===== src/rtl/hdng_move_seq_if.sv =====
// Command, heading-sample and PID-drive signals for the heading move sequencer.
// The master is the navigation side; the slave is the sequencer itself.
interface hdng_move_seq_if;
    logic        cmd_vld;
    logic        cmd_type;
    logic [11:0] cmd_hdng;
    logic        cmd_rdy;
    logic        hdng_vld;
    logic        at_hdng;
    logic        stop_req;
    logic        moving;
    logic [11:0] dsrd_hdng;
    logic [10:0] frwrd_spd;
    logic        done;
    logic        busy;

    modport master (
        output cmd_vld, cmd_type, cmd_hdng, hdng_vld, at_hdng, stop_req,
        input  cmd_rdy, moving, dsrd_hdng, frwrd_spd, done, busy
    );

    modport slave (
        input  cmd_vld, cmd_type, cmd_hdng, hdng_vld, at_hdng, stop_req,
        output cmd_rdy, moving, dsrd_hdng, frwrd_spd, done, busy
    );
endinterface


===== src/rtl/hdng_move_seq.sv =====
// Turn/move command sequencer driving the heading PID setpoint, enable and forward speed.
// Latency: accept -> moving in 1 clk; final qualifying heading sample -> done in 1 clk.
// Backpressure: cmd_rdy only in IDLE; commands offered while busy are dropped, not queued.
module hdng_move_seq #(
    parameter logic [10:0] SPD_INC = 11'd16,
    parameter logic [10:0] MAX_SPD = 11'd672,
    parameter int unsigned SETTLE  = 2
) (
    input  logic           clk,
    input  logic           rst_n,
    hdng_move_seq_if.slave bus
);

    typedef enum logic [1:0] {
        IDLE  = 2'd0,
        TURN  = 2'd1,
        ACCEL = 2'd2,
        DECEL = 2'd3
    } state_t;

    localparam logic [10:0] DEC_STEP = SPD_INC << 1;
    localparam logic [2:0]  SETTLE_N = 3'(SETTLE);

    state_t      state_q, state_d;
    logic [11:0] dsrd_hdng_q, dsrd_hdng_d;
    logic [10:0] frwrd_spd_q, frwrd_spd_d;
    logic [2:0]  settle_cnt_q, settle_cnt_d;
    logic        done_q, done_d;

    logic [11:0] spd_sum;
    logic [2:0]  settle_inc;

    always_ff @(posedge clk or negedge rst_n) begin
        if (!rst_n) begin
            state_q      <= IDLE;
            dsrd_hdng_q  <= 12'h000;
            frwrd_spd_q  <= 11'd0;
            settle_cnt_q <= 3'd0;
            done_q       <= 1'b0;
        end else begin
            state_q      <= state_d;
            dsrd_hdng_q  <= dsrd_hdng_d;
            frwrd_spd_q  <= frwrd_spd_d;
            settle_cnt_q <= settle_cnt_d;
            done_q       <= done_d;
        end
    end

    always_comb begin
        state_d      = state_q;
        dsrd_hdng_d  = dsrd_hdng_q;
        frwrd_spd_d  = frwrd_spd_q;
        settle_cnt_d = settle_cnt_q;
        done_d       = 1'b0;
        // One extra bit so the increment cannot wrap before saturation.
        spd_sum      = {1'b0, frwrd_spd_q} + {1'b0, SPD_INC};
        settle_inc   = settle_cnt_q + 3'd1;

        unique case (state_q)
            IDLE: begin
                frwrd_spd_d = 11'd0;
                if (bus.cmd_vld) begin
                    dsrd_hdng_d  = bus.cmd_hdng;
                    settle_cnt_d = 3'd0;
                    state_d      = bus.cmd_type ? ACCEL : TURN;
                end
            end
            TURN: begin
                if (bus.hdng_vld) begin
                    if (!bus.at_hdng) begin
                        settle_cnt_d = 3'd0;
                    end else if (settle_inc == SETTLE_N) begin
                        settle_cnt_d = 3'd0;
                        state_d      = IDLE;
                        done_d       = 1'b1;
                    end else begin
                        settle_cnt_d = settle_inc;
                    end
                end
            end
            ACCEL: begin
                // A stop request pre-empts the speed step in the same cycle.
                if (bus.stop_req) begin
                    state_d = DECEL;
                end else if (bus.hdng_vld) begin
                    frwrd_spd_d = (spd_sum > {1'b0, MAX_SPD}) ? MAX_SPD : spd_sum[10:0];
                end
            end
            DECEL: begin
                if (bus.hdng_vld) begin
                    if (frwrd_spd_q <= DEC_STEP) begin
                        frwrd_spd_d = 11'd0;
                        state_d     = IDLE;
                        done_d      = 1'b1;
                    end else begin
                        frwrd_spd_d = frwrd_spd_q - DEC_STEP;
                    end
                end
            end
            default: state_d = IDLE;
        endcase
    end

    // Status outputs decode only the state register so reset acts on them at once.
    assign bus.cmd_rdy   = (state_q == IDLE);
    assign bus.busy      = (state_q != IDLE);
    assign bus.moving    = (state_q != IDLE);
    assign bus.dsrd_hdng = dsrd_hdng_q;
    assign bus.frwrd_spd = frwrd_spd_q;
    assign bus.done      = done_q;

endmodule


===== src/flat_wrapper.sv =====
// flat-port wrapper written by rule: the top's interface ports become plain ports
module hdng_move_seq_flat 
#(
    parameter logic [10:0] SPD_INC = 11'd16,
    parameter logic [10:0] MAX_SPD = 11'd672,
    parameter int unsigned SETTLE  = 2
)
  (clk, rst_n, bus_cmd_vld, bus_cmd_type, bus_cmd_hdng, bus_hdng_vld, bus_at_hdng, bus_stop_req, bus_cmd_rdy, bus_moving, bus_dsrd_hdng, bus_frwrd_spd, bus_done, bus_busy);
  hdng_move_seq_if bus_i ();
  input  logic clk;
  input  logic rst_n;
  input wire logic [$bits(bus_i.cmd_vld)-1:0] bus_cmd_vld;
  input wire logic [$bits(bus_i.cmd_type)-1:0] bus_cmd_type;
  input wire logic [$bits(bus_i.cmd_hdng)-1:0] bus_cmd_hdng;
  input wire logic [$bits(bus_i.hdng_vld)-1:0] bus_hdng_vld;
  input wire logic [$bits(bus_i.at_hdng)-1:0] bus_at_hdng;
  input wire logic [$bits(bus_i.stop_req)-1:0] bus_stop_req;
  output wire logic [$bits(bus_i.cmd_rdy)-1:0] bus_cmd_rdy;
  output wire logic [$bits(bus_i.moving)-1:0] bus_moving;
  output wire logic [$bits(bus_i.dsrd_hdng)-1:0] bus_dsrd_hdng;
  output wire logic [$bits(bus_i.frwrd_spd)-1:0] bus_frwrd_spd;
  output wire logic [$bits(bus_i.done)-1:0] bus_done;
  output wire logic [$bits(bus_i.busy)-1:0] bus_busy;
  assign bus_i.cmd_vld = bus_cmd_vld;
  assign bus_i.cmd_type = bus_cmd_type;
  assign bus_i.cmd_hdng = bus_cmd_hdng;
  assign bus_i.hdng_vld = bus_hdng_vld;
  assign bus_i.at_hdng = bus_at_hdng;
  assign bus_i.stop_req = bus_stop_req;
  assign bus_cmd_rdy = bus_i.cmd_rdy;
  assign bus_moving = bus_i.moving;
  assign bus_dsrd_hdng = bus_i.dsrd_hdng;
  assign bus_frwrd_spd = bus_i.frwrd_spd;
  assign bus_done = bus_i.done;
  assign bus_busy = bus_i.busy;
  hdng_move_seq #(.SPD_INC(SPD_INC), .MAX_SPD(MAX_SPD), .SETTLE(SETTLE)) u_core (.clk(clk), .rst_n(rst_n), .bus(bus_i));
endmodule

===== config.mk =====
export PLATFORM = sky130hd
export DESIGN_NAME = hdng_move_seq_flat
export DESIGN_NICKNAME = d
export VERILOG_FILES = /design/src/rtl/hdng_move_seq_if.sv /design/src/rtl/hdng_move_seq.sv /design/src/flat_wrapper.sv
export SDC_FILE = /design/constraint.sdc
export NUM_CORES = 1
export LEC_CHECK = 0
export ABC_AREA = 1
export CORE_UTILIZATION = 40
export CTS_CLUSTER_SIZE = 12
export DETAILED_ROUTE_END_ITERATION = 8
export HOLD_SLACK_MARGIN = 0.08
export PLACE_DENSITY = 0.72
export SLEW_MARGIN = 20
export SYNTH_ARGS = -nofsm -noshare
export SYNTH_HDL_FRONTEND = slang
export SYNTH_SLANG_ARGS = --single-unit
export TNS_END_PERCENT = 30

===== constraint.sdc =====
create_clock -name clk -period 1.85 [get_ports clk]
set_clock_uncertainty 0.2 [all_clocks]
set_input_delay 0.555 -clock clk [delete_from_list [all_inputs] [get_ports clk]]
set_output_delay 0.555 -clock clk [all_outputs]
set_load 0.01 [all_outputs]

== After elaboration in Yosys (flattened, before gate mapping) ==
Index checks and enable logic that the tools add are counted.

* Add/sub/neg operators: 3
* Magnitude comparators: 2
* Equal/unequal tests: 13
* Muxes and demuxes: 26
* Reduce and logical (&&, ||, !) cells: 8

{| class="wikitable"
|+ Operators by type and width
! cell !! number
|-
| 11-bit 2-to-1 mux || 5
|-
| 11-bit case mux with 3 select lines || 1
|-
| 2-bit 2-to-1 mux || 8
|-
| 2-bit != test (second input constant) || 7
|-
| 11-bit by 5-bit adder with 12-bit output (second input constant) || 1
|-
| 12-bit by 10-bit greater-than comparator with 1-bit output (second input constant) || 1
|-
| 3-bit 2-to-1 mux || 4
|-
| 11-bit by 6-bit <= comparator with 1-bit output (second input constant) || 1
|-
| 11-bit by 6-bit subtractor with 11-bit output (second input constant) || 1
|-
| 2-bit case mux with 4 select lines || 1
|-
| 7-bit AND reduction || 1
|-
| 3-bit case mux with 2 select lines || 1
|-
| 1-bit 2-to-1 mux || 5
|-
| 2-bit equality test (second input constant) || 2
|-
| 2-bit by 1-bit != test with 1-bit output (second input constant) || 2
|-
| 4-bit AND reduction || 1
|-
| 2-bit nonzero test || 2
|-
| 3-bit by 1-bit adder with 3-bit output (second input constant) || 1
|-
| 3-bit by 2-bit equality test with 1-bit output (second input constant) || 1
|-
| 3-bit AND reduction || 1
|-
| 3-bit nonzero test || 1
|-
| 2-bit by 1-bit equality test with 1-bit output (second input constant) || 1
|-
| 2-bit logical NOT || 1
|-
| 1-bit case mux with 2 select lines || 1
|-
| 2-bit AND reduction || 1
|}

* Register bits: 29
* Bits of input ports: 19
* Output and inout port bits: 27
* Logic and storage cells: 57

== Depth between registers and ports, before layout ==
* Depth after elaboration: 6
* Mapped depth: 13

== Least setup slack after synthesis ==
No wires, ideal clock.

* Path type: reg-to-reg
* Start: register u_core.frwrd_spd_q[4] (netlist: u_core.bus.frwrd_spd[4])
* End: register u_core.frwrd_spd_q[6] (netlist: u_core.bus.frwrd_spd[6])
* Library setup time: 0.121 ns
* Arrival time: 1.432 ns
* Data required time: 1.529 ns
* Slack: 0.097 ns
* Stages on the path, launching flop included: 13
* Period minus slack after synthesis: 1.753 ns
* Cells stage by stage: dfrtp_1 inv_1 ha_1 inv_1 nand2_1 nand3_1 nand2_1 nand2_1 nand2_2 nand2_2 nor2_1 o21bai_1 nand2_1

* Cells in the longest elaborated chain, start to end: 6

{| class="wikitable"
|+ RTL lines
! element !! RTL line !! text
|-
| start, declared || hdng_move_seq.sv:26 || <nowiki>logic [10:0] frwrd_spd_q, frwrd_spd_d;</nowiki>
|-
| start signal, assigned || hdng_move_seq.sv:43 || <nowiki>frwrd_spd_q <= frwrd_spd_d;</nowiki>
|-
| 11-bit by 5-bit adder with 12-bit output || hdng_move_seq.sv:56 || <nowiki>spd_sum = {1'b0, frwrd_spd_q} + {1'b0, SPD_INC};</nowiki>
|-
| 12-bit by 10-bit greater-than comparator with 1-bit output || hdng_move_seq.sv:86 || <nowiki>frwrd_spd_d = (spd_sum > {1'b0, MAX_SPD}) ? MAX_SPD : spd_sum[10:0];</nowiki>
|-
| 11-bit 2-to-1 mux || hdng_move_seq.sv:86 ||
|-
| 11-bit 2-to-1 mux || hdng_move_seq.sv:85 || <nowiki>end else if (bus.hdng_vld) begin</nowiki>
|-
| 11-bit 2-to-1 mux || hdng_move_seq.sv:83 || <nowiki>if (bus.stop_req) begin</nowiki>
|-
| 11-bit case mux with 3 select lines * || hdng_move_seq.sv:59 || <nowiki>unique case (state_q)</nowiki>
|}

Every way passes the cells marked *; elsewhere a longest branch is shown, timed or not. The select of a mux whose other input is x is not followed.
A chain may end at the register's enable or synchronous reset.

== Final worst setup path ==
* Start: register u_core.state_q[1]
* End: output port bus_moving

* Cells in the longest elaborated chain, start to end: 1

{| class="wikitable"
|+ RTL lines
! element !! RTL line !! text
|-
| start, declared || hdng_move_seq.sv:24 || <nowiki>state_t state_q, state_d;</nowiki>
|-
| start signal, assigned || hdng_move_seq.sv:41 || <nowiki>state_q <= state_d;</nowiki>
|-
| 2-bit nonzero test || hdng_move_seq.sv:107 || <nowiki>assign bus.moving = (state_q != IDLE);</nowiki>
|-
| end, declared || flat_wrapper.sv:19 || <nowiki>output wire logic [$bits(bus_i.moving)-1:0] bus_moving;</nowiki>
|}

Every way passes these cells.

==> qor.csv <==
metric,value,unit
outcome,"complete, but fails checks",
Antenna diodes,0,
worst vdd ir,787.9,µV
clock network fraction of total power,0.097,
P_sw,1.380,mW
r2r setup slk,0.04,ns
number of remaining DRC errors,1,
global-route wire length before repair,5713,µm
metal3 WL,172,µm
"Clk Latency, worst-skew pair",0.27,ns
Logic pwr share,0.628,
Fmax achieved,0.5534,GHz
largest net degree at the start of global routing,17,
vias per inst,4.779,
highest routed layer,met4,
GRT Util Overall,0.1787,
Clock Path Buffers,2,
RR Startpoint,u_core.bus.frwrd_spd[4],
H-tree depth,1,
crit path DAT,1.05,ns
core area,3661,µm²
worst-path maximum fanout,4,
Final Util,0.6176,
"EDFF count, synth",0,
"commonest non-fill, non-tap cell in the layout",nand2_1,
total power,3.327,mW
worst-case reg-to-reg path depth,14,
leakage,1.152,nW
critical path data required time,1.09,ns
Num CTS Buffers,3,
worst hold stages,1,
Buffers on Ports,41,
Sink Count,25,
Starting DRT DRC Count,31,
crit path kind,flip-flop to output pin,
vias in the first global route,1361,
crit path cell chain,"inv_2, nand2_4, clkdlybuf4s15_1",
layout cells sized above 1,0.3089,
Post-Syn Area,1521,µm²
worst min path class,flip-flop to flip-flop,
syn avg cell area,8.548,µm²
Fill cells,312,
yosys warns,0,
count of cell types in the netlist,31,
prevailing post-synth register cell,dfrtp_1,
residual overflow from global routing,0,
peak per-stage delay on the critical path,0.40,ns
Hold Buf Count CTS,0,
CP startpoint kind,flip-flop,
wire length per cell,11.44,µm
routability cong.,0.8509,
Syn Inst Count,178,
setup tns final,0,ns
final hold viol count,0,
worst hold margin,0.2973,ns
CP Capture Type,output pin,
post-detail-place hpwl,2519,µm
switching share of total power,0.4148,
Tmin final,1.807,ns
via count,1405,
Routed WL,3364,µm
max_cap viols,0,
area grow syn2layout,48.60,%
PD cells,1472,nW/µm²
die width,63.68,µm
Clock transition at path regs,0.09,ns
failing checks,DRC,
share of power burned in registers,0.276,
register bit total from synthesis,25,
Root Driver,clkbuf_8,
slowest CP cell,dfrtp_1,
# nets final,273,
RSZ-0062 raised after global routing,true,
hold_sp,u_core.bus.dsrd_hdng[2],
RR Endpoint,u_core.bus.frwrd_spd[5],
cell internal pwr,1.947,mW
die height,63.68,µm
Routed Antenna Nets,0,
initial antenna violation count,0,
Rows,22,
io pins,46,
"Seq/Total Area, Yosys",0.4112,
WL met1,1577,µm
asr flop ratio synth,1.000,
effective utilization at floorplan,0.4156,
1st-pass router iterations,6,
CTS tree,yes,
"commonest non-fill, non-tap cells in the layout","nand2_1, buf_4, dfrtp_1",
max-slew violations,0,
Hold EP,u_core.bus.dsrd_hdng[2],
final worst-path cycle share,0.9768,
Die Footprint,4055,µm²
met2 WL post-DR,1561,µm
Setup-failing EPs final,0,
worst max-delay path by stage:
stage | slack [ns] | from | to
finish | 0.04 | u_core.state_q[1] | bus_moving
global route | -0.07 | u_core.bus.frwrd_spd[4] | u_core.bus.frwrd_spd[5]
CTS | 0.002 | u_core.bus.frwrd_spd[4] | u_core.bus.frwrd_spd[6]
detailed placement | -0.18 | bus_hdng_vld | u_core.bus.frwrd_spd[10]
global placement | -0.16 | bus_hdng_vld | u_core.bus.frwrd_spd[10]
floorplan | 0.1 | u_core.bus.frwrd_spd[4] | u_core.bus.frwrd_spd[6]
worst max-delay path: cells and delay by family, from the launching register on:
family                 cells  cell delay, ns
DFF                        1            0.40
and+or+nand+nor            1            0.07
buffers and inverters      2            0.31
metrics by stage:
step	std cells	cell area, µm²	worst slack (ns)
after floorplan	181	1533	0.09685
after global placement	281	2074	-0.1640
after detailed placement	281	2074	-0.1816
after CTS	288	2128	0.002354
after global routing	294	2261	-0.06686
final	294	2261	0.04291
per-layer routing:
layer | vias to the layer above | global-route usage
li1 | 699 | -
met3 | 8 | 0.04167
met1 | 651 | 0.2218
met5 | - | 0
met2 | 47 | 0.3059
met4 | 0 | 0.05114
cell families (layout without fill, tap and decap cells):
family | after synthesis | in the layout | synth area share
other cells | 1 | 4 | 0.002465
buf+inv | 29 | 94 | 0.1003
mux | 13 | 13 | 0.09540
fa+ha+maj | 7 | 7 | 0.05756
compound gates | 17 | 17 | 0.06744
simple gates | 81 | 81 | 0.2368
xor+xnor | 5 | 5 | 0.02878
flops | 25 | 25 | 0.4112
cells in the mapped netlist, types with 2 or more instances:
master | instances | share of area
xor2_1 | 4 | 0.023
inv_1 | 16 | 0.039
buf_6 | 3 | 0.022
o21ai_0 | 4 | 0.013
a21oi_1 | 5 | 0.016
nand2_1 | 49 | 0.12
inv_2 | 4 | 0.0099
nor2_1 | 8 | 0.020
o22ai_1 | 3 | 0.012
o21ai_2 | 2 | 0.012
nand2_2 | 4 | 0.016
nand4_1 | 3 | 0.012
dfrtp_1 | 25 | 0.41
ha_1 | 7 | 0.058
buf_4 | 5 | 0.025
mux2_1 | 4 | 0.030
mux2_2 | 8 | 0.059
nand3_1 | 11 | 0.036
power by group through the flow:
stage,Sequential (mW),Clock (mW),Combinational [mW]
global route,0.955,0.346,2.30
detailed placement,0.943,0,1.98
finish,0.917,0.322,2.09
floorplan,1.04,0,1.02
CTS,0.913,0.330,1.91
global placement,0.938,0,1.97
flip-flops by register name, indices dropped and copies added, names as in the netlist:
register              flops
u_core.state_q            2
u_core.bus.frwrd_spd      7
u_core.bus.dsrd_hdng     12
u_core.settle_cnt_q       3
u_core.bus.done           1
timing repair:
| action | 4_1_cts | 5_1_grt |
|---|---|---|
| endpoints found under the setup margin | 26 | 9 |
| resized for setup | 35 | 27 |
| hold endpoints to repair | 0 | 0 |
| buffers inserted | 3 | 6 |
| pin swaps | 0 | 9 |
cell type report:
cell class | count | area (µm²) | area share
Multi-Input combinational cell | 127 | 850.8 | 0.3763
Clock buffer | 4 | 45.04 | 0.01992
Inverter | 21 | 83.83 | 0.03708
Sequential cell | 25 | 629.4 | 0.2784
Timing Repair Buffer | 69 | 591.8 | 0.2618
Tap cell | 48 | 60.06 | 0.02656
Power figures use the tool's default switching activity.
